**config.mk**
```make
export PLATFORM = sky130hd
export DESIGN_NAME = rf_scoreboard
export DESIGN_NICKNAME = d
export VERILOG_FILES = /design/src/rtl/rf_pkg.sv /design/src/rtl/sb_counter.sv /design/src/rtl/rf_scoreboard.sv
export SDC_FILE = /design/constraint.sdc
export NUM_CORES = 1
export LEC_CHECK = 0
export ABC_AREA = 1
export BUFFER_PORTS_ARGS = -buffer_cell sky130_fd_sc_hd__buf_2
export CAP_MARGIN = 20
export CORE_ASPECT_RATIO = 1.2
export CORE_MARGIN = 8
export CORE_UTILIZATION = 58
export CTS_CLUSTER_DIAMETER = 60
export DETAILED_ROUTE_END_ITERATION = 8
export PLACE_DENSITY = 0.78
export SYNTH_ARGS = -nofsm -noshare
export SYNTH_HDL_FRONTEND = slang
export SYNTH_SLANG_ARGS = --single-unit
```
**constraint.sdc**
```tcl
create_clock -name clk -period 2.8 [get_ports clk]
set_clock_uncertainty 0.1 [all_clocks]
set_input_delay 0.56 -clock clk [delete_from_list [all_inputs] [get_ports clk]]
set_output_delay 0.56 -clock clk [all_outputs]
set_load 0.01 [all_outputs]
```
**src/rtl/rf_pkg.sv**
```systemverilog
// Shared register-file constants and the register address type.
package rf_pkg;
  localparam int NREG = 32;
  localparam int AW   = 5;
  localparam int CW   = 2;
  localparam logic [AW-1:0] REG_ZERO = 5'd0;
  typedef logic [AW-1:0] reg_addr_t;
endpackage

```
**src/rtl/sb_counter.sv**
```systemverilog
// Saturating up/down in-flight write counter for one register.
// ovf/unf flag an inc at max or a dec at zero that was refused.
module sb_counter #(
  parameter int CW = 2
) (
  input  logic          clk,
  input  logic          rst,
  input  logic          clr,
  input  logic          inc,
  input  logic          dec,
  output logic [CW-1:0] cnt,
  output logic          ovf,
  output logic          unf
);
  localparam logic [CW-1:0] CNT_MAX = '1;

  logic [CW-1:0] cnt_q, cnt_d;

  always_comb begin
    cnt_d = cnt_q;
    ovf   = 1'b0;
    unf   = 1'b0;
    if (clr) begin
      cnt_d = '0;
    end else if (inc && !dec) begin
      if (cnt_q == CNT_MAX) ovf = 1'b1;
      else                  cnt_d = cnt_q + CW'(1);
    end else if (dec && !inc) begin
      if (cnt_q == '0) unf = 1'b1;
      else             cnt_d = cnt_q - CW'(1);
    end
  end

  always_ff @(posedge clk or negedge rst) begin
    if (!rst) cnt_q <= '0;
    else      cnt_q <= cnt_d;
  end

  assign cnt = cnt_q;
endmodule

```
**src/rtl/rf_scoreboard.sv**
```systemverilog
// Write-side scoreboard: tracks outstanding register writes between ID issue and WB,
// and stalls ID while a used source register still has a pending write.
module rf_scoreboard
  import rf_pkg::*;
#(
  parameter int NREG = rf_pkg::NREG,
  parameter int AW   = rf_pkg::AW,
  parameter int CW   = rf_pkg::CW
) (
  input  logic            clk,
  input  logic            rst,
  input  logic            issue_valid,
  input  logic            issue_we,
  input  logic [AW-1:0]   issue_rd,
  input  logic [AW-1:0]   id_rs,
  input  logic [AW-1:0]   id_rt,
  input  logic            id_rs_used,
  input  logic            id_rt_used,
  input  logic            wb_valid,
  input  logic [AW-1:0]   wb_rd,
  input  logic            flush,
  output logic            stall,
  output logic [NREG-1:0] busy_vec,
  output logic            sb_err
);
  logic [CW-1:0]   cnt [NREG];
  logic [NREG-1:0] inc_w, dec_w, ovf_w, unf_w;
  logic            issue_go;
  logic            dec_rs, dec_rt;
  logic [CW-1:0]   pend_rs, pend_rt;
  logic            sb_err_q;

  assign issue_go = issue_valid & issue_we & ~stall;

  assign cnt[0]   = '0;
  assign inc_w[0] = 1'b0;
  assign dec_w[0] = 1'b0;
  assign ovf_w[0] = 1'b0;
  assign unf_w[0] = 1'b0;

  // Register 0 is hard-wired zero, so only r = 1..NREG-1 get a counter.
  for (genvar r = 1; r < NREG; r++) begin : g_cnt
    assign inc_w[r] = issue_go & (issue_rd == AW'(r));
    assign dec_w[r] = wb_valid & (wb_rd == AW'(r));

    sb_counter #(.CW(CW)) u_cnt (
      .clk (clk),
      .rst (rst),
      .clr (flush),
      .inc (inc_w[r]),
      .dec (dec_w[r]),
      .cnt (cnt[r]),
      .ovf (ovf_w[r]),
      .unf (unf_w[r])
    );
  end

  for (genvar r = 0; r < NREG; r++) begin : g_busy
    assign busy_vec[r] = |cnt[r];
  end

  // WB writes rf on the falling edge, so a write retiring this cycle no longer blocks ID.
  assign dec_rs  = wb_valid & (wb_rd == id_rs);
  assign dec_rt  = wb_valid & (wb_rd == id_rt);
  assign pend_rs = cnt[id_rs] - CW'(dec_rs);
  assign pend_rt = cnt[id_rt] - CW'(dec_rt);

  assign stall = rst &
                 ((id_rs_used & (id_rs != REG_ZERO) & (pend_rs != '0)) |
                  (id_rt_used & (id_rt != REG_ZERO) & (pend_rt != '0)));

  always_ff @(posedge clk or negedge rst) begin
    if (!rst)                 sb_err_q <= 1'b0;
    else if (|{ovf_w, unf_w}) sb_err_q <= 1'b1;
  end

  assign sb_err = sb_err_q;
endmodule

```
======== After elaboration in Yosys (flattened, before gate mapping) ========
Cells that the tools add are included.
word-level totals
  output and inout bits ................... 34
  word-level logic and storage cells ...... 961
  input bits .............................. 28
  register bits after elaboration ......... 63
operators by class
  eq/ne operators ......................... 157
  add/subtract/negate cells ............... 64
  muxes and demuxes ....................... 378
  order comparisons ....................... 2
  bitwise operators ....................... 75
  reduce and logical (&&, ||, !) cells .... 253
operators by type and width
  cell                   count
  $mux W2                159
  $mux W1                217
  $eq A5 B5 Y1 const B   32
  $ne A3 B2 Y1 const B   31
  $ne A3 B3 Y1 const B   31
  $reduce_and A3 Y1      31
  $reduce_bool A3 Y1     31
  $eq A5 B4 Y1 const B   16
  $and A1 B1 Y1          71
  $add A2 B1 Y2 const B  31
  $eq A2 B2 Y1 const B   31
  $logic_and A1 B1 Y1    62
  $logic_not A1 Y1       62
  $logic_not A2 Y1       31
  $reduce_or A2 Y1       31
  $reduce_or A62 Y1      1
  $sub A2 B1 Y2 const B  31
  $eq A5 B3 Y1 const B   8
  $bmux W2 S5            2
  $eq A5 B2 Y1 const B   4
  $ge A6 B6 Y1 const B   2
  $not A5 Y6             2
  $eq A5 B1 Y1 const B   2
  $eq A5 B5 Y1           2
  other kinds (5)        8

======== Longest topological paths before layout ========
Gate-level depths: netlist of the first run.
  depth after elaboration ................. 18
  mapped depth ............................ 24
  gate-level depth less buffers ........... 23

======== Cells and area by module ========
A second synthesis of the first run with hierarchy kept.
second synthesis, totals
  cell total of the unflattened synthesis .. 1259
  area total of the unflattened synthesis .. 7247.0 um^2
by module, submodules not included
  module         area each (um^2)  times used  seq. area each (um^2)  cells an instance
  sb_counter     142.6             31          50.0                   23
  rf_scoreboard  2825.2            1           25.0                   546

======== Worst setup path after synthesis of the first run ========
OpenSTA, ideal clock, no wires.
  path type ............................... in2reg
  from .................................... input id_rt[0]
  to ...................................... register g_cnt[1].u_cnt.cnt_q[1]
  setup slack ............................. 0.164 ns
  buffers on the path ..................... 3
  cell stages on the path ................. 17
  required time ........................... 2.572 ns
  setup time .............................. 0.128 ns
  data arrival time ....................... 2.408 ns
  cells stage by stage .................... buf_4 -> buf_2 -> o211ai_1 -> nand3_1 -> nand3_1 -> nand3_1 -> nand2_1 -> nand3_1 -> nand2_1 -> nand2_2 -> nand2_2 -> buf_6 -> nand4_1 -> nand2_1 -> inv_1 -> a21oi_2 -> mux2_1
on the way
  word-level cells in the longest chain between the ends .. 16
  elaborated cells between the ends (all ways) .. 25
  classes of those cells .................. 1 x add/sub; 3 x eq/ne; 5 x mux; 9 x bitwise; 7 x reduce/logical
RTL lines
  what                                         line                 source
  from (decl)                                  rf_scoreboard.sv:16  input logic [AW-1:0] id_rt,
  $not A5 Y6 (implied by the code)             rf_scoreboard.sv:66  assign pend_rt = cnt[id_rt] - CW'(dec_rt);
  $bmux W2 S5                                  rf_scoreboard.sv:66
  $mux W2 (implied by the code) (2 in series)  rf_scoreboard.sv:66
  $sub A2 B1 Y2                                rf_scoreboard.sv:66
  $reduce_bool A2 Y1                           rf_scoreboard.sv:70  (id_rt_used & (id_rt != REG_ZERO) & (pend_rt != '0)));
  $and A1 B1 Y1 *                              rf_scoreboard.sv:70
  $or A1 B1 Y1 *                               rf_scoreboard.sv:69  ((id_rs_used & (id_rs != REG_ZERO) & (pend_rs != '0)) |
  $and A1 B1 Y1 *                              rf_scoreboard.sv:68  assign stall = rst &
  $not A1 Y1 *                                 rf_scoreboard.sv:33  assign issue_go = issue_valid & issue_we & ~stall;
  $and A1 B1 Y1 *                              rf_scoreboard.sv:33
  $and A1 B1 Y1 *                              rf_scoreboard.sv:43  assign inc_w[r] = issue_go & (issue_rd == AW'(r));
  $logic_not A1 Y1                             sb_counter.sv:28     end else if (dec && !inc) begin
  $logic_and A1 B1 Y1                          sb_counter.sv:28
  $reduce_bool A3 Y1 (no source line)          --
  $reduce_and A3 Y1 (no source line)           --
  to (signal assigned)                         sb_counter.sv:36     else cnt_q <= cnt_d;
  to (decl)                                    sb_counter.sv:17     logic [CW-1:0] cnt_q, cnt_d;
Every way passes the cells marked *; elsewhere a longest branch is shown, timed or not. The select of a mux whose other input is x is not followed.
A chain may end at the register's enable or synchronous reset.

======== Worst setup path in the final report of the first run ========
  from .................................... input id_rs[0]
  to ...................................... register g_cnt[1].u_cnt.cnt_q[1]
on the way
  word-level cells in the longest chain between the ends .. 16
  elaborated cells between the ends (all ways) .. 25
  classes of those cells .................. 1 x add/sub; 3 x eq/ne; 5 x mux; 9 x bitwise; 7 x reduce/logical
RTL lines
  what                                         line                 source
  from (decl)                                  rf_scoreboard.sv:15  input logic [AW-1:0] id_rs,
  $not A5 Y6 (implied by the code)             rf_scoreboard.sv:65  assign pend_rs = cnt[id_rs] - CW'(dec_rs);
  $bmux W2 S5                                  rf_scoreboard.sv:65
  $mux W2 (implied by the code) (2 in series)  rf_scoreboard.sv:65
  $sub A2 B1 Y2                                rf_scoreboard.sv:65
  $reduce_bool A2 Y1                           rf_scoreboard.sv:69
  $and A1 B1 Y1 *                              rf_scoreboard.sv:69
  $or A1 B1 Y1 *                               rf_scoreboard.sv:69
  $and A1 B1 Y1 *                              rf_scoreboard.sv:68
  $not A1 Y1 *                                 rf_scoreboard.sv:33
  $and A1 B1 Y1 *                              rf_scoreboard.sv:33
  $and A1 B1 Y1 *                              rf_scoreboard.sv:43
  $logic_not A1 Y1                             sb_counter.sv:28
  $logic_and A1 B1 Y1                          sb_counter.sv:28
  $reduce_bool A3 Y1 (no source line)          --
  $reduce_and A3 Y1 (no source line)           --
Marked as above.

==> impl_results.rst, run 1 <==
.. list-table::
   :header-rows: 1

   * - Metric
     - Value
   * - Post-Place Cell Area
     - 0.008010 mm²
   * - Biggest fanout along the worst timing path
     - 8
   * - Clk network pwr share
     - 0.227
   * - Synthesized instance count
     - 1245
   * - Shortest period the worst path allows
     - 2.799 ns
   * - Worst path bufs/invs
     - 6
   * - Synthesis-stage register bit count
     - 63
   * - Most used flip-flop cell after synthesis
     - sky130_fd_sc_hd__dfrtp_1
   * - Critical path class
     - in -> reg
   * - Final period util
     - 0.9998
   * - Total nets after synthesis
     - 1273
   * - Max Root-Sink Buffers
     - 2
   * - Floorplan die height
     - ~140 µm
   * - Maxcap violations
     - 0
   * - First-pass DRT Iterations
     - 6
   * - Clock root buffer
     - sky130_fd_sc_hd__clkbuf_16
   * - Count of standard-cell rows
     - 44
   * - Synth Area in Compound Gates
     - 0.1617
   * - Gp weighted congestion
     - 0.9977
   * - Synthesis-to-layout area growth
     - 30.21%
   * - Share of the synthesized area in the top cell type
     - 0.2269
   * - Placeable core region
     - approximately 0.012 mm²
   * - Unrepaired setup endpoints after global routing
     - yes
   * - Clock tree sinks
     - 63
   * - Maximum vdd ir drop
     - 0.4373 mV
   * - Clock buffer count from CTS
     - 9
   * - Cell taking the most area after synthesis
     - sky130_fd_sc_hd__dfrtp_1
   * - All-layer global routing usage
     - 0.3429
   * - Detailed-route wire length per cell
     - roughly 18 µm
   * - Vias per std cell
     - 5.945
   * - DRC
     - 0
   * - Boundary pin count
     - 62
   * - Switching power
     - 0.002263 W
   * - Synthesized area divided by synthesized cell count
     - between 5 and 6 µm²
   * - Number of setup violations in the final report
     - 0
   * - Max-slew violation count
     - 0
   * - Number of buffers inserted for hold repair after clock tree synthesis
     - 0
   * - Number of antenna violations at the first check in global routing
     - 0
   * - Required time of the critical path
     - 2.93 ns
   * - GR Layer Usage met3
     - 0.06000
   * - H-tree depth reported by CTS
     - 3
   * - EDFF count, synth
     - 0
   * - Met1 Use GR
     - 0.4083
   * - Fill cells
     - 1022
   * - Arithmetic-cell share of the synthesized area counting full adders, half adders and majority gates
     - 0
   * - Slew at the pin closest to its max-slew limit
     - 0.7683 ns
   * - Number of warning messages in the yosys log
     - 0
   * - Largest delay share family, worst path
     - simple AND/OR/NAND/NOR gates
   * - Internal power summed over all cells
     - around 0.0027 W
   * - Leakage power summed over all cells
     - about 4.4 nW
   * - Placed wire-length estimate after detailed placement
     - 20440 µm
   * - Layout cell share with drive strength beyond 1
     - 0.2264
   * - Status
     - finished, final reports clean
   * - Portion of total power attributed to combinational logic
     - 0.489
   * - Switching share of power
     - 0.4525
   * - Vias in the first global route
     - 8095
   * - Top cells by area in the synthesized netlist
     - sky130_fd_sc_hd__dfrtp_1 23%, sky130_fd_sc_hd__nand2_1 15%, sky130_fd_sc_hd__nand3_1 14%, sky130_fd_sc_hd__nor2_1 13%, sky130_fd_sc_hd__inv_1 9.3%
   * - Share of async-settable or async-resettable flops after synthesis
     - 1.000
   * - Starting utilization of the core area
     - 0.5844
   * - Final global-route overflow total
     - 0
   * - Largest family of logic cells by synthesized area
     - simple AND/OR/NAND/NOR gates
   * - Routed WL
     - 28180 µm
   * - Routed vias
     - ~9000
   * - Slowest cell on crit path
     - sky130_fd_sc_hd__mux2_4
   * - Post-route standard cell area excluding fillers
     - 0.009049 mm²
   * - First DRT Iteration DRCs
     - 1280
   * - Xor and xnor fraction of the mapped netlist area
     - 0.01638
   * - Maximum single-stage delay on the critical path
     - 0.31 ns
   * - Number of distinct library cells after synthesis
     - 41
   * - Number of hold violations in the final report
     - 0
   * - Worst slew margin relative to its limit
     - 0.4878
   * - Nets@finish
     - 1419
   * - Post-Route Utilization
     - 0.7609
   * - Number of antenna diodes
     - 0
   * - Power density normalized to cell area
     - 552.7 mW/mm²
   * - Number of nets still failing antenna checks after routing
     - 0
   * - Portion of the post-synthesis area used by sequential elements
     - 0.2269
   * - Clock tree from TritonCTS
     - built
   * - Wire length of the first global-routing pass
     - 41780 µm
   * - Gr busiest metal
     - met2
   * - Mux share of post-synthesis cell area
     - 0.003241
   * - Min-Delay Path Class
     - in -> async
   * - Die Span X
     - 115.9 µm
   * - Kind of capture point of the worst setup path
     - register
   * - Clock-pin slew of the registers on the worst-case setup and hold paths
     - 0.06 ns
   * - Pin count of the biggest net entering global routing
     - 56
   * - Fraction of the mapped netlist area in simple logic gates
     - 0.4489
   * - Total of buffers placed on input and output ports
     - 60
   * - Area enclosed by the die boundary
     - ~0.016 mm²
   * - Max frequency
     - 0.3572 GHz
   * - Total standard cell area after synthesis
     - between 0.006 and 0.007 mm²
   * - Data arrival at the endpoint of the critical path
     - 2.93 ns
   * - Clock insertion delay at the later pin of the skew report
     - between 0.3 and 0.4 ns
   * - Element type at the critical path start
     - input pin
   * - Proportion of power drawn by flip-flops and latches
     - 0.284
   * - Routing usage on met2
     - 0.5373
   * - Worst-path cell chain
     - buf_12, inv_2, buf_6, nand2_1, nand3_1, nand3_1, nand2_1, nor2_1, nand2_2, nand3_1, nand3_2, nand2_2, nand2_4, nand2_8, buf_8, buf_12, nand4_1, nand2_1, inv_2, a21oi_4, mux2_4
==> power by group through the flow <==
stage / Clock [W] / Sequential, W / Combinational (W)
global route: 0.00118 / 0.00145 / 0.00264
detailed placement: 0 / 0.00141 / 0.00210
global placement: 0 / 0.00140 / 0.00206
CTS: 0.00113 / 0.00140 / 0.00217
finish: 0.00114 / 0.00142 / 0.00244
floorplan: 0 / 0.00133 / 0.00137
==> final timing paths <==
path / start / to / slack (ns) / cells past startpoint
setup reg to reg: g_cnt[21].u_cnt.cnt[0]$_DFFE_PN0P_ / g_cnt[1].u_cnt.cnt[1]$_DFFE_PN0P_ / 0.0005 / 18
setup / recovery: id_rs[0] / g_cnt[1].u_cnt.cnt[1]$_DFFE_PN0P_ / 0.0005 / 21
hold reg to reg: g_cnt[6].u_cnt.cnt[1]$_DFFE_PN0P_ / g_cnt[6].u_cnt.cnt[1]$_DFFE_PN0P_ / 0.46 / 2
min in group clk: g_cnt[6].u_cnt.cnt[1]$_DFFE_PN0P_ / g_cnt[6].u_cnt.cnt[1]$_DFFE_PN0P_ / 0.46 / 2
hold / removal: rst / g_cnt[18].u_cnt.cnt[1]$_DFFE_PN0P_ / 0.05 / 1
max in group asynchronous: rst / g_cnt[4].u_cnt.cnt[0]$_DFFE_PN0P_ / 1.37 / 2
==> synthesized netlist by cell type (2+ instances only) <==
cell and number:
sky130_fd_sc_hd__nand2_1 280, sky130_fd_sc_hd__nor2_1 232, sky130_fd_sc_hd__nand3_1 190, sky130_fd_sc_hd__inv_1 173
sky130_fd_sc_hd__dfrtp_1 63, sky130_fd_sc_hd__a21oi_1 62, sky130_fd_sc_hd__o21ai_0 57, sky130_fd_sc_hd__nand4_1 22
sky130_fd_sc_hd__o21ai_1 20, sky130_fd_sc_hd__clkbuf_1 19, sky130_fd_sc_hd__o211ai_1 19, sky130_fd_sc_hd__buf_2 9
sky130_fd_sc_hd__buf_4 9, sky130_fd_sc_hd__buf_6 9, sky130_fd_sc_hd__xnor2_1 9, sky130_fd_sc_hd__a31oi_1 7
sky130_fd_sc_hd__inv_2 7, sky130_fd_sc_hd__nand3b_1 6, sky130_fd_sc_hd__buf_1 5, sky130_fd_sc_hd__o21bai_1 5
sky130_fd_sc_hd__a311oi_1 4, sky130_fd_sc_hd__o31ai_1 4, sky130_fd_sc_hd__xor2_1 4, sky130_fd_sc_hd__a211oi_1 3
sky130_fd_sc_hd__a21oi_2 3, sky130_fd_sc_hd__o21a_1 3, sky130_fd_sc_hd__o22ai_1 3, sky130_fd_sc_hd__mux2_1 2
sky130_fd_sc_hd__nand2_2 2, sky130_fd_sc_hd__nor2_2 2, sky130_fd_sc_hd__nor3_1 2
==> logic make-up (layout without fill, tap and decap cells) <==
| group | after synthesis | in the layout |
|---|---|---|
| DFF | 63 | 63 |
| buffers and inverters | 233 | 384 |
| AOI/OAI and AO/OA | 194 | 194 |
| other | 1 | 1 |
| and+or+nand+nor | 739 | 739 |
| xor gates and xnor gates | 13 | 13 |
| muxes | 2 | 2 |
==> placed cells by master (no fill, tap or decap), drive strengths merged, types with 3 or more instances in the layout <==
master	Yosys	final
nand2	282	282
nor2	234	234
nand3	191	191
inv	181	182
buf	32	180
o21ai	77	77
a21oi	66	66
dfrtp	63	63
nand4	23	23
clkbuf	19	20
o211ai	19	19
xnor2	9	9
a31oi	7	7
nand3b	6	6
o21bai	5	5
xor2	4	4
o31ai	4	4
a311oi	4	4
o22ai	3	3
a211oi	3	3
o21a	3	3
==> metal layers <==
layer | up-vias | wire (µm)
met5 | - | 0
li1 | 4332 | -
met2 | 632 | 12650
met3 | 138 | 2851
met1 | 4155 | 10320
met4 | 0 | 2354
==> flip-flops by register name (all words and copies together) (netlist names) <==
name,cells
g_cnt.u_cnt.cnt,62
sb_err,1
==> metrics by stage <==
stage / setup WS, ns / setup TNS, ns / hold slack [ns] / std cells / power [W]
after floorplan: 0.1640 / 0 / 0.1644 / 1245 / 0.002698
after global placement: -0.3309 / -11.56 / 0.3841 / 1510 / 0.003466
after detailed placement: -0.3635 / -13.85 / 0.3935 / 1510 / 0.003513
after CTS: -0.001641 / -0.001641 / 0.04434 / 1535 / 0.004706
after global routing: -0.1850 / -1.213 / 0.06545 / 1557 / 0.005273
final: 0.0005080 / 0 / 0.05403 / 1557 / 0.005001
==> what timing repair did <==
action | 4_1_cts | 5_1_grt
resized for setup | 25 | 121
cloned | 3 | 4
setup endpoints to repair | 9 | 56
pin swaps | 11 | 47
buffers inserted | 6 | 19
==> area by class of cell <==
class	instances	area, µm²	area share
Timing Repair Buffer	186	1593	0.1760
Clock inverter	2	12.51	0.001383
Sequential cell	63	1585	0.1752
Inverter	182	700.7	0.07743
Tap cell	161	201.4	0.02226
Multi-Input combinational cell	949	4672	0.5163
Clock buffer	14	284.0	0.03139
No activity file was read; power rests on OpenSTA's default activity.
==> run 2, diff against run 1 <==
--- a/config.mk
+++ b/config.mk
@@ -15,2 +15,3 @@
 export DETAILED_ROUTE_END_ITERATION = 8
+export MAX_ROUTING_LAYER = met4
 export PLACE_DENSITY = 0.78
==> constraint.sdc (replaced) <==
create_clock -name clk -period 2.8 [get_ports clk]
set_clock_uncertainty 0.1 [all_clocks]
set_input_delay 0.42 -clock clk [delete_from_list [all_inputs] [get_ports clk]]
set_output_delay 0.42 -clock clk [all_outputs]
set_load 0.01 [all_outputs]
==> run 2 against run 1 <==
Against the previous run: total power shrank 3.8%; global-route usage increased by 0.79 points; final area down 5.0%; non-clock buffer count decreased by 22; core utilization is 3.8 points lower; combinational power decreased by 4%; critical endpoint is now g_cnt[11].u_cnt.cnt[0]$_DFFE_PN0P_; largest power group unchanged.
==> impl_results.rst, run 2 (synthesis results as in run 1) <==
.. list-table::
   :header-rows: 1

   * - Metric
     - Value
   * - Status
     - finished, final reports clean
   * - Number of antenna diodes
     - 0 (unchanged)
   * - Clock root buffer
     - sky130_fd_sc_hd__clkbuf_16
   * - Max frequency
     - 0.3685 GHz (+3.2%)
   * - Leakage power summed over all cells
     - 4.252 nW (-4.3%)
   * - Number of hold violations in the final report
     - 0 (unchanged)
   * - Fill cells
     - 1118 (+9.4%)
   * - First DRT Iteration DRCs
     - 1294 (+1.1%)
   * - Floorplan die height
     - 135.9 µm (unchanged)
   * - Finished Layout Cells
     - 1534 (-1.5%)
   * - Clk network pwr share
     - 0.218 (-0.009)
   * - All-layer global routing usage
     - 0.3509 (+0.007938)
   * - Vias per std cell
     - 5.879 (-1.1%)
   * - Nets@finish
     - 1397 (-1.6%)
   * - Biggest fanout along the worst timing path
     - 18 (+10)
   * - Placed wire-length estimate after detailed placement
     - 20470 µm (+0.14%)
   * - Final global-route overflow total
     - 0 (unchanged)
   * - Layout cell share with drive strength beyond 1
     - 0.2025 (-0.02388)
   * - H-tree depth reported by CTS
     - 3 (unchanged)
   * - Clock insertion delay at the later pin of the skew report
     - 0.34 ns (about the same)
   * - Routing usage on met2
     - 0.5399 (+0.002574)
   * - Maximum vdd ir drop
     - 0.4277 mV (-2.2%)
   * - Vias in the first global route
     - 8087 (-0.099%)
   * - Pin count of the biggest net entering global routing
     - 57 (+1.8%)
   * - Detailed-route wire length per cell
     - 17.76 µm (-1.9%)
   * - Number of cells on the worst reg-to-reg path
     - 18 (unchanged)
   * - Area of the multi-input gates
     - 0.004586 mm² (-1.8%)
   * - Power density normalized to cell area
     - 559.5 mW/mm² (+1.2%)
   * - Internal power summed over all cells
     - 0.002583 W (-5.6%)
   * - Slew at the pin closest to its max-slew limit
     - 0.7877 ns (+0.01937 ns)
   * - Unrepaired setup endpoints after global routing
     - yes
   * - Shortest period the worst path allows
     - 2.713 ns (-0.08603 ns)
   * - Routed vias
     - 9019 (-2.6%)
   * - Data arrival at the endpoint of the critical path
     - 2.87 ns (-0.06 ns)
   * - Number of nets still failing antenna checks after routing
     - 0 (unchanged)
   * - Switching power
     - 0.002227 W (-1.6%)
   * - Clock tree sinks
     - 63 (unchanged)
   * - First-pass DRT Iterations
     - 9 (+3)
   * - Element type at the critical path start
     - register
   * - Synthesis-to-layout area growth
     - 23.71%
   * - Required time of the critical path
     - 2.96 ns (+0.03 ns)
   * - Count of standard-cell rows
     - 44 (unchanged)
   * - Worst slew margin relative to its limit
     - 0.4749 (-0.01291)
   * - Number of antenna violations at the first check in global routing
     - 0 (unchanged)
   * - Die Span X
     - 115.9 µm (unchanged)
   * - Starting utilization of the core area
     - 0.5844 (unchanged)
   * - Reg2reg setup slack
     - 0.09 ns (+0.09 ns)
   * - Worst setup slack after layout
     - 0.08654 ns (+0.08603 ns)
   * - Reg-to-Reg End
     - g_cnt[11].u_cnt.cnt[0]$_DFFE_PN0P_
   * - Post-route worst hold slack
     - 0.4384 ns (+0.3844 ns)
   * - Max-slew violation count
     - 0 (unchanged)
   * - Placed cells
     - 1486 (-1.6%)
   * - Max Root-Sink Buffers
     - 2 (unchanged)
   * - Final period util
     - 0.9691 (-0.03073)
   * - Boundary pin count
     - 62 (unchanged)
   * - Portion of total power attributed to combinational logic
     - 0.489 (about the same)
   * - Placeable core region
     - 0.01189 mm² (unchanged)
   * - Capturing instance or port of the critical path
     - g_cnt[11].u_cnt.cnt[0]$_DFFE_PN0P_
   * - Max reg flops
     - 62 (unchanged)
   * - Launching element of the worst setup path
     - g_cnt[3].u_cnt.cnt[1]$_DFFE_PN0P_
   * - Clock tree from TritonCTS
     - built
   * - Worst setup slack after placement
     - -0.1562 ns (+0.2073 ns)
   * - Proportion of power drawn by flip-flops and latches
     - 0.294 (+0.010)
   * - Footprint of the flip-flops and latches
     - 0.001587 mm² (about the same)
   * - Commonest cells after routing, fill and taps aside
     - 271 x sky130_fd_sc_hd__nand2_1, 230 x sky130_fd_sc_hd__nor2_1, 161 x sky130_fd_sc_hd__nand3_1
   * - Switching share of power
     - 0.4629 (+0.01040)
   * - Most common cell after layout, fill and taps aside
     - sky130_fd_sc_hd__nand2_1
   * - Routed WL
     - 27240 µm (-3.3%)
   * - Wire length of the first global-routing pass
     - 41870 µm (+0.22%)
   * - Met1 Use GR
     - 0.4191 (+0.01086)
   * - Clock-pin slew of the registers on the worst-case setup and hold paths
     - 0.06 ns (about the same)
   * - Min-Delay Path Class
     - in -> async
   * - Number of setup violations in the final report
     - 0 (unchanged)
   * - Total of buffers placed on input and output ports
     - 60 (unchanged)
   * - DRC
     - 0 (unchanged)
   * - Area enclosed by the die boundary
     - 0.01575 mm² (unchanged)
   * - Critical path class
     - reg -> reg
   * - Kind of capture point of the worst setup path
     - register
   * - GR Layer Usage met3
     - 0.05111 (-0.008889)
   * - Gp weighted congestion
     - 1.025 (+2.7%)
   * - Gr busiest metal
     - met2
   * - Maxcap violations
     - 0 (unchanged)
   * - R2R Path Start
     - g_cnt[3].u_cnt.cnt[1]$_DFFE_PN0P_
   * - Clock buffer count from CTS
     - 9 (unchanged)
[run 2: cell types whose count changed in the layout (fill, tap and decap cells not counted), sizes merged]
cell         before  now
buf             180  158
clkinvlp          1    2
dlygate4sd3       0    1
clkbuf           20   14
clkinv            1    4
[run 2: area by class of cell]
class                   instances  share of cell area
repair buffers                164              0.1482
inverters                     182             0.07976
flip-flops and latches         63              0.1845
multi-input cells             949              0.5334
clock buffers                   9             0.02620
well taps                     161             0.02343
clock inverters                 6            0.004512
[run 2: worst max-delay path: stages, from the launching register on]
cell	delay (ns)
sky130_fd_sc_hd__dfrtp_1	0.41
sky130_fd_sc_hd__inv_2	0.12
sky130_fd_sc_hd__nand2_1	0.06
sky130_fd_sc_hd__o211ai_1	0.08
sky130_fd_sc_hd__nand3_1	0.09
sky130_fd_sc_hd__nand3_1	0.11
sky130_fd_sc_hd__nand3_2	0.10
sky130_fd_sc_hd__nand2_1	0.11
sky130_fd_sc_hd__nand3_2	0.08
sky130_fd_sc_hd__nand2_2	0.09
sky130_fd_sc_hd__nand2_4	0.08
sky130_fd_sc_hd__a21oi_4	0.15
sky130_fd_sc_hd__buf_12	0.17
sky130_fd_sc_hd__nand3b_1	0.18
sky130_fd_sc_hd__inv_1	0.10
sky130_fd_sc_hd__a21oi_1	0.06
sky130_fd_sc_hd__a21oi_1	0.28
sky130_fd_sc_hd__nand3_1	0.12
sky130_fd_sc_hd__o21ai_0	0.12
[run 2: stage by stage]
step | total power [W] | utilization | TNS, ns | cell area (µm²)
after global placement | 0.003425 | 0.6553 | -0.6907 | 7792
final | 0.004810 | 0.7230 | 0 | 8597
after detailed placement | 0.003464 | 0.6553 | -1.952 | 7792
after CTS | 0.004513 | 0.6787 | 0 | 8070
after floorplan | 0.002698 | - | 0 | 6949
after global routing | 0.005106 | 0.7230 | -0.2828 | 8597
[run 2: metal layers]
layer	wire, µm	part of all wire
met1	10300	0.38
met5	0	0
met2	12660	0.46
met4	1734	0.064
met3	2548	0.094
[run 2: power by group through the flow]
stage	logic, W	registers [W]	clock network [W]
6_report	0.00235	0.00141	0.00105
2_1_floorplan	0.00137	0.00133	0
3_5_place_dp	0.00204	0.00142	0
4_1_cts	0.00206	0.00141	0.00104
3_3_place_gp	0.00201	0.00141	0
5_1_grt	0.00259	0.00144	0.00108
[run 2: worst min path at each step]
stage                     startpoint                                  to  slack, ns  cells past startpoint
after floorplan                  rst  g_cnt[10].u_cnt.cnt[0]$_DFFE_PN0P_       0.02                      0
after global placement           rst  g_cnt[17].u_cnt.cnt[0]$_DFFE_PN0P_       0.23                      1
after detailed placement         rst  g_cnt[17].u_cnt.cnt[0]$_DFFE_PN0P_       0.23                      1
after CTS                        rst  g_cnt[17].u_cnt.cnt[1]$_DFFE_PN0P_       0.41                      2
after global routing             rst  g_cnt[17].u_cnt.cnt[1]$_DFFE_PN0P_       0.46                      2
final                            rst  g_cnt[17].u_cnt.cnt[1]$_DFFE_PN0P_       0.44                      2
[run 2: what timing repair did]
item                                    CTS  global route
hold buffers                              1             0
endpoints found under the setup margin    1            49
setup buffers                             0            28
endpoints found under the hold margin     7             0
gates resized for setup                   4            88
gates cloned                              0             4
pin swaps                                 0            37
